--- config.mk ---
export PLATFORM = sky130hd
export DESIGN_NAME = bc_arbiter
export DESIGN_NICKNAME = d
export VERILOG_FILES = /design/src/rtl/bc_pkg.sv /design/src/rtl/bc_reg_slice.sv /design/src/rtl/bc_arbiter.sv
export SDC_FILE = /design/constraint.sdc
export NUM_CORES = 1
export LEC_CHECK = 0
export CORE_MARGIN = 4
export CORE_UTILIZATION = 30
export CTS_CLUSTER_DIAMETER = 100
export CTS_CLUSTER_SIZE = 14
export DETAILED_ROUTE_END_ITERATION = 12
export SLEW_MARGIN = 15
export SYNTH_ARGS = -nofsm -noshare
export SYNTH_HDL_FRONTEND = slang
export SYNTH_SLANG_ARGS = --single-unit
--- constraint.sdc ---
create_clock -name clk -period 5.9 [get_ports clk]
set_input_delay 0.885 -clock clk [delete_from_list [all_inputs] [get_ports clk]]
set_output_delay 0.885 -clock clk [all_outputs]
set_load 0.02 [all_outputs]
--- src/rtl/bc_pkg.sv ---
// Shared types and constants for the breadcrumb arbiter slice.
package bc_pkg;

    localparam int unsigned BC_WIDTH = 16;

    typedef logic bc_src_t;
    localparam bc_src_t BC_SRC_AVOID = 1'b0;
    localparam bc_src_t BC_SRC_PWM   = 1'b1;

    typedef enum logic [1:0] {
        IDLE        = 2'd0,
        GRANT_AVOID = 2'd1,
        GRANT_PWM   = 2'd2
    } bc_arb_state_t;

endpackage

--- src/rtl/bc_reg_slice.sv ---
// One-entry valid/ready register stage carrying a data word and a source tag.
module bc_reg_slice
    import bc_pkg::*;
(
    input  logic                i_clk,
    input  logic                i_rst_n,
    input  logic                i_load,
    input  logic [BC_WIDTH-1:0] i_data,
    input  bc_src_t             i_tag,
    input  logic                i_rdy,
    output logic [BC_WIDTH-1:0] o_data,
    output bc_src_t             o_tag,
    output logic                o_valid
);

    logic [BC_WIDTH-1:0] r_data;
    bc_src_t             r_tag;
    logic                r_valid;

    // Data and tag only move on a load, so they hold through backpressure.
    always_ff @(posedge i_clk or negedge i_rst_n) begin
        if (!i_rst_n) begin
            r_data  <= '0;
            r_tag   <= BC_SRC_AVOID;
            r_valid <= 1'b0;
        end else if (i_load) begin
            r_data  <= i_data;
            r_tag   <= i_tag;
            r_valid <= 1'b1;
        end else if (i_rdy) begin
            r_valid <= 1'b0;
        end
    end

    assign o_data  = r_data;
    assign o_tag   = r_tag;
    assign o_valid = r_valid;

endmodule

--- src/rtl/bc_arbiter.sv ---
// Round-robin burst arbiter merging the avoidance and PWM streams into the
// breadcrumb buffer, with per-source accepted-word counters.
module bc_arbiter
    import bc_pkg::*;
#(
    parameter int unsigned MAX_BURST = 8
) (
    input  logic                clk,
    input  logic                rst,
    input  logic [BC_WIDTH-1:0] avoid_in_data,
    input  logic                avoid_in_valid,
    output logic                avoid_in_rdy,
    input  logic [BC_WIDTH-1:0] pwm_in_data,
    input  logic                pwm_in_valid,
    output logic                pwm_in_rdy,
    output logic [BC_WIDTH-1:0] buf_out_data,
    output logic                buf_out_valid,
    input  logic                buf_out_rdy,
    output logic                buf_out_src,
    input  logic                stat_clr,
    output logic [15:0]         avoid_count,
    output logic [15:0]         pwm_count
);

    localparam logic [7:0] LP_LAST = 8'(MAX_BURST - 1);

    bc_arb_state_t       r_state;
    bc_arb_state_t       w_next;
    bc_src_t             r_last;
    logic [7:0]          r_burst;
    logic [15:0]         r_avoid_cnt;
    logic [15:0]         r_pwm_cnt;
    logic                w_can;
    logic                w_acc_avoid;
    logic                w_acc_pwm;
    logic                w_accept;
    logic                w_exhaust;
    logic                w_exit;
    logic [BC_WIDTH-1:0] w_data;
    bc_src_t             w_src;

    assign w_can       = !buf_out_valid || buf_out_rdy;
    assign w_acc_avoid = avoid_in_rdy && avoid_in_valid;
    assign w_acc_pwm   = pwm_in_rdy && pwm_in_valid;
    assign w_accept    = w_acc_avoid || w_acc_pwm;
    assign w_exhaust   = w_accept && (r_burst == LP_LAST);

    always_ff @(posedge clk or negedge rst) begin
        if (!rst) begin
            r_state <= IDLE;
        end else begin
            r_state <= w_next;
        end
    end

    always_comb begin
        w_next = r_state;
        w_exit = 1'b0;
        unique case (r_state)
            IDLE: begin
                if (avoid_in_valid && pwm_in_valid) begin
                    w_next = (r_last == BC_SRC_AVOID) ? GRANT_PWM : GRANT_AVOID;
                end else if (avoid_in_valid) begin
                    w_next = GRANT_AVOID;
                end else if (pwm_in_valid) begin
                    w_next = GRANT_PWM;
                end
            end
            GRANT_AVOID: begin
                if (w_exhaust || !avoid_in_valid) begin
                    w_exit = 1'b1;
                    if (pwm_in_valid) begin
                        w_next = GRANT_PWM;
                    end else if (w_exhaust && avoid_in_valid) begin
                        w_next = GRANT_AVOID;
                    end else begin
                        w_next = IDLE;
                    end
                end
            end
            GRANT_PWM: begin
                if (w_exhaust || !pwm_in_valid) begin
                    w_exit = 1'b1;
                    if (avoid_in_valid) begin
                        w_next = GRANT_AVOID;
                    end else if (w_exhaust && pwm_in_valid) begin
                        w_next = GRANT_PWM;
                    end else begin
                        w_next = IDLE;
                    end
                end
            end
            default: w_next = IDLE;
        endcase
    end

    always_comb begin
        avoid_in_rdy = (r_state == GRANT_AVOID) && w_can;
        pwm_in_rdy   = (r_state == GRANT_PWM) && w_can;
        w_data       = (r_state == GRANT_PWM) ? pwm_in_data : avoid_in_data;
        w_src        = (r_state == GRANT_PWM) ? BC_SRC_PWM : BC_SRC_AVOID;
    end

    // Reset to PWM as last-served so avoid wins the first tie; burst count
    // restarts on every grant exit, which also covers a same-source re-grant.
    always_ff @(posedge clk or negedge rst) begin
        if (!rst) begin
            r_last  <= BC_SRC_PWM;
            r_burst <= '0;
        end else begin
            if (w_exit) begin
                r_last <= (r_state == GRANT_PWM) ? BC_SRC_PWM : BC_SRC_AVOID;
            end
            if (r_state == IDLE || w_exit) begin
                r_burst <= '0;
            end else if (w_accept) begin
                r_burst <= r_burst + 8'd1;
            end
        end
    end

    always_ff @(posedge clk or negedge rst) begin
        if (!rst) begin
            r_avoid_cnt <= '0;
            r_pwm_cnt   <= '0;
        end else begin
            if (stat_clr) begin
                r_avoid_cnt <= '0;
                r_pwm_cnt   <= '0;
            end else begin
                if (w_acc_avoid) r_avoid_cnt <= r_avoid_cnt + 16'd1;
                if (w_acc_pwm)   r_pwm_cnt   <= r_pwm_cnt + 16'd1;
            end
        end
    end

    assign avoid_count = r_avoid_cnt;
    assign pwm_count   = r_pwm_cnt;

    bc_reg_slice u_out_slice (
        .i_clk   (clk),
        .i_rst_n (rst),
        .i_load  (w_accept),
        .i_data  (w_data),
        .i_tag   (w_src),
        .i_rdy   (buf_out_rdy),
        .o_data  (buf_out_data),
        .o_tag   (buf_out_src),
        .o_valid (buf_out_valid)
    );

endmodule

==> reports/metrics.csv <==
stage,metric,value,unit
outcome,outcome,completed,
yosys,Synth top area share,0.468,
clock_network,Num CTS Buffers,9,
finish,# diodes,0,
power,combinational share of power,0.398,
sta,worst clock skew,0.00899,ns
yosys,synth cell count leaders,"dfrtp_1, nand2_1, o21ai_0",
sta,total negative slack,0,ns
yosys,Synth area leaders,"dfrtp_1, mux2i_1, nand2_1",
power,maximum VDD drop,0.000182,V
yosys,Post-synth ARST share,1.00,
grt,grt total ovfl,0,
setup_path,Worst Path Max Fanout,15,
yosys,Post-Syn Nets,380,
yosys,most common cell in the netlist,dfrtp_1,
yosys,register bit total from synthesis,61,
sta,"Slew Viols, Final",0,
grt,initial antenna violation count,0,
routing,drt via density,5.01,
placement,port bufs,89,
setup_path,startpoint types,input pin,
setup_path,crit-path max cell delay,0.62,ns
setup_path,buffers plus inverters on the worst setup path,2,
placement,dpl cells,548,
sta,final period utilization,0.605,
setup_path,CP Data Required Time,5.02,ns
setup_path,crit-path cells,clkdlybuf4s50_1 > nand2b_1 > and2_1 > clkdlybuf4s50_1,
floorplan,Initial Util,0.310,
grt,Total GRT Usage,0.128,
clock_network,htree depth,3,
placement,gpl congestion,0.792,
floorplan,io pins,90,
worst_hold_path,hold path depth,2,
sta,# setup viols final,0,
yosys,syn_area_per_cell,9.58,um2
placement,Detailed Place HPWL,5730,um
clock_network,Root Buffer,clkbuf_8,
setup_path,WP data arrival,2.69,ns
yosys,Post-Syn Instances,335,
clock_network,setup repair bufs after CTS,0,
routing,residual DRC count,0,
power,Clock Power Share,0.231,
routing,Vias,2823,
grt,vias in the first global route,2787,
routing,Starting DRT DRC Count,128,
setup_path,reg-to-reg critical path endpoint,u_out_slice.o_tag,
floorplan,die area,12400,um2
grt,pin count of the biggest net entering global routing,62,
sta,RSZ-0062 raised after global routing,false,
floorplan,Rows,37,
clock_network,Bufs on Longest Clock Path,2,
clock_network,cts repair resizes,0,
setup_path,RR Startpoint,r_state[0],
yosys,Synth Warn #,0,
power,P_int,0.000926,W
sta,f_max,280,MHz
routing,DR WL/cell,14.2,um
sta,headroom to the max-slew limit,0.360,
sta,Worst-Margin Slew,0.957,ns
setup_path,critical path class,input pin to output port,
setup_path,reg2reg setup slack,3.42,ns
power,leakage,1.75,nW
sta,"Hold Vio Cnt, Final",0,
routing,Post-Route WL,8000,um
finish,Finished Layout Cells,564,
finish,fin nets,468,
clock_network,"CTS clk-pin slew, worst paths",0.06,ns
power,P_sw,0.000537,W
flow_run,MaxCap Viol Count,0,
clock_network,Skew-Pair Late Insertion Delay,0.33,ns
worst_hold_path,hold worst-path end,u_out_slice.o_data[11],
yosys,"area leader, netlist",dfrtp_1,
setup_path,Worst R2R Path Depth,6,
clock_network,Num Clock Sinks,61,
finish,layout cell share with drive strength beyond 1,0.0748,
yosys,Post-synth EDFFs,0,
yosys,synth unique cells,44,
yosys,post-synthesis sequential area ratio,0.476,
power,pwr dens,332,nW/um2
worst_hold_path,Hold Path Origin,u_out_slice.o_data[11],
floorplan,die width,111,um
yosys,Post-Syn Area,3210,um2
grt,first-pass GRT wire length,13300,um
worst_hold_path,Hold Crit Class,flip-flop to flip-flop,
finish,P&R area growth vs syn,37.4,%
floorplan,Core Area,10400,um2
setup_path,CP max stage cell,clkdlybuf4s50_1,
setup_path,CP dominant cell by count,clkdlybuf4s50_1,
sta,minimum clock period,3.57,ns
power,Net Sw Frac,0.367,
routing,antenna-violating nets left,0,
clock_network,CTS tree,yes,
floorplan,die height,111,um
routing,DRT Pass-1 Iters,4,
power,Sequential Power Share,0.371,
setup_path,CP top delay family,buffers and inverters,
yosys,Synth Flop Type,dfrtp_1,
clock_network,Hold Buf Count CTS,0,
setup_path,Crit. End Element,output port,
state kept, by name, indices dropped and copies added (netlist names):
register,flops
avoid_count,16
pwm_count,16
u_out_slice.o_data,16
r_burst,8
r_state,2
r_last,1
u_out_slice.o_tag,1
u_out_slice.o_valid,1
per-stage QoR:
stage | setup WS (ns) | utilization | instance area (um2) | power, W | hold slack, ns
2_1_floorplan | 3.33 | - | 3210 | 0.000900 | 0.480
3_3_place_gp | 2.34 | 0.408 | 4230 | 0.00113 | 0.461
3_5_place_dp | 2.31 | 0.408 | 4230 | 0.00114 | 0.469
4_1_cts | 2.33 | 0.425 | 4410 | 0.00148 | 0.484
5_1_grt | 2.21 | 0.425 | 4410 | 0.00157 | 0.505
6_report | 2.33 | 0.425 | 4410 | 0.00146 | 0.479
worst max-delay path by stage:
stage	to	startpoint	depth (start not counted)	slack, ns
after global placement	pwm_in_rdy	buf_out_rdy	4	2.34
after CTS	pwm_in_rdy	buf_out_rdy	4	2.33
final	pwm_in_rdy	buf_out_rdy	4	2.33
after floorplan	avoid_in_rdy	buf_out_rdy	4	3.33
after global routing	pwm_in_rdy	buf_out_rdy	4	2.21
after detailed placement	pwm_in_rdy	buf_out_rdy	4	2.31
worst register-to-register path: stages, from the launching register on:
cell and delay, ns:
dfrtp_1 0.42, inv_1 0.10, ha_1 0.17, buf_4 0.33
a22o_1 0.26, nand2_1 0.57, mux2_2 0.51
kinds of logic after synthesis:
kind of cell	Yosys count	synth area share
DFF	61	0.476
adders and majority gates	7	0.0273
muxes	19	0.0604
and+or+nand+nor	137	0.228
xor gates and xnor gates	20	0.0546
AOI/OAI and AO/OA	67	0.125
buffers and inverters	24	0.0288
routing by layer:
metal,wire [um],track usage,vias up,share of wire
li1,-,-,1387,-
met1,3540,0.160,1350,0.44
met2,3730,0.210,82,0.47
met3,702,0.0549,4,0.088
met4,22,0.0227,0,0.0028
met5,0,0,-,0
power by group through the flow:
stage | sequential [W] | combinational (W) | clock [W]
floorplan | 0.000621 | 0.000279 | 0
detailed placement | 0.000550 | 0.000592 | 0
CTS | 0.000544 | 0.000592 | 0.000346
global placement | 0.000548 | 0.000583 | 0
global route | 0.000554 | 0.000650 | 0.000366
finish | 0.000543 | 0.000583 | 0.000338
cell type report:
cell class	instances	area (um2)
clock buffer	12	155
clock inverter	4	22.5
fill	1055	5960
inverter	8	30.0
multi-input combinational	250	1590
sequential	61	1530
tap	136	170
timing repair buffer	93	916
placed cells by master (no fill, tap or decap), drive strengths merged, types with 5 or more instances in the layout:
master	n
or4	9
or3	7
clkdlybuf4s50	88
and2	5
buf	5
o21ai	27
xnor2	14
ha	7
a21oi	18
xor2	6
nand4	9
nor3	5
inv	8
mux2i	16
nand3	16
dfrtp	60
nand2	37
nor2	23
clkbuf	12
Note: power is estimated with default switching activity, not from simulation.
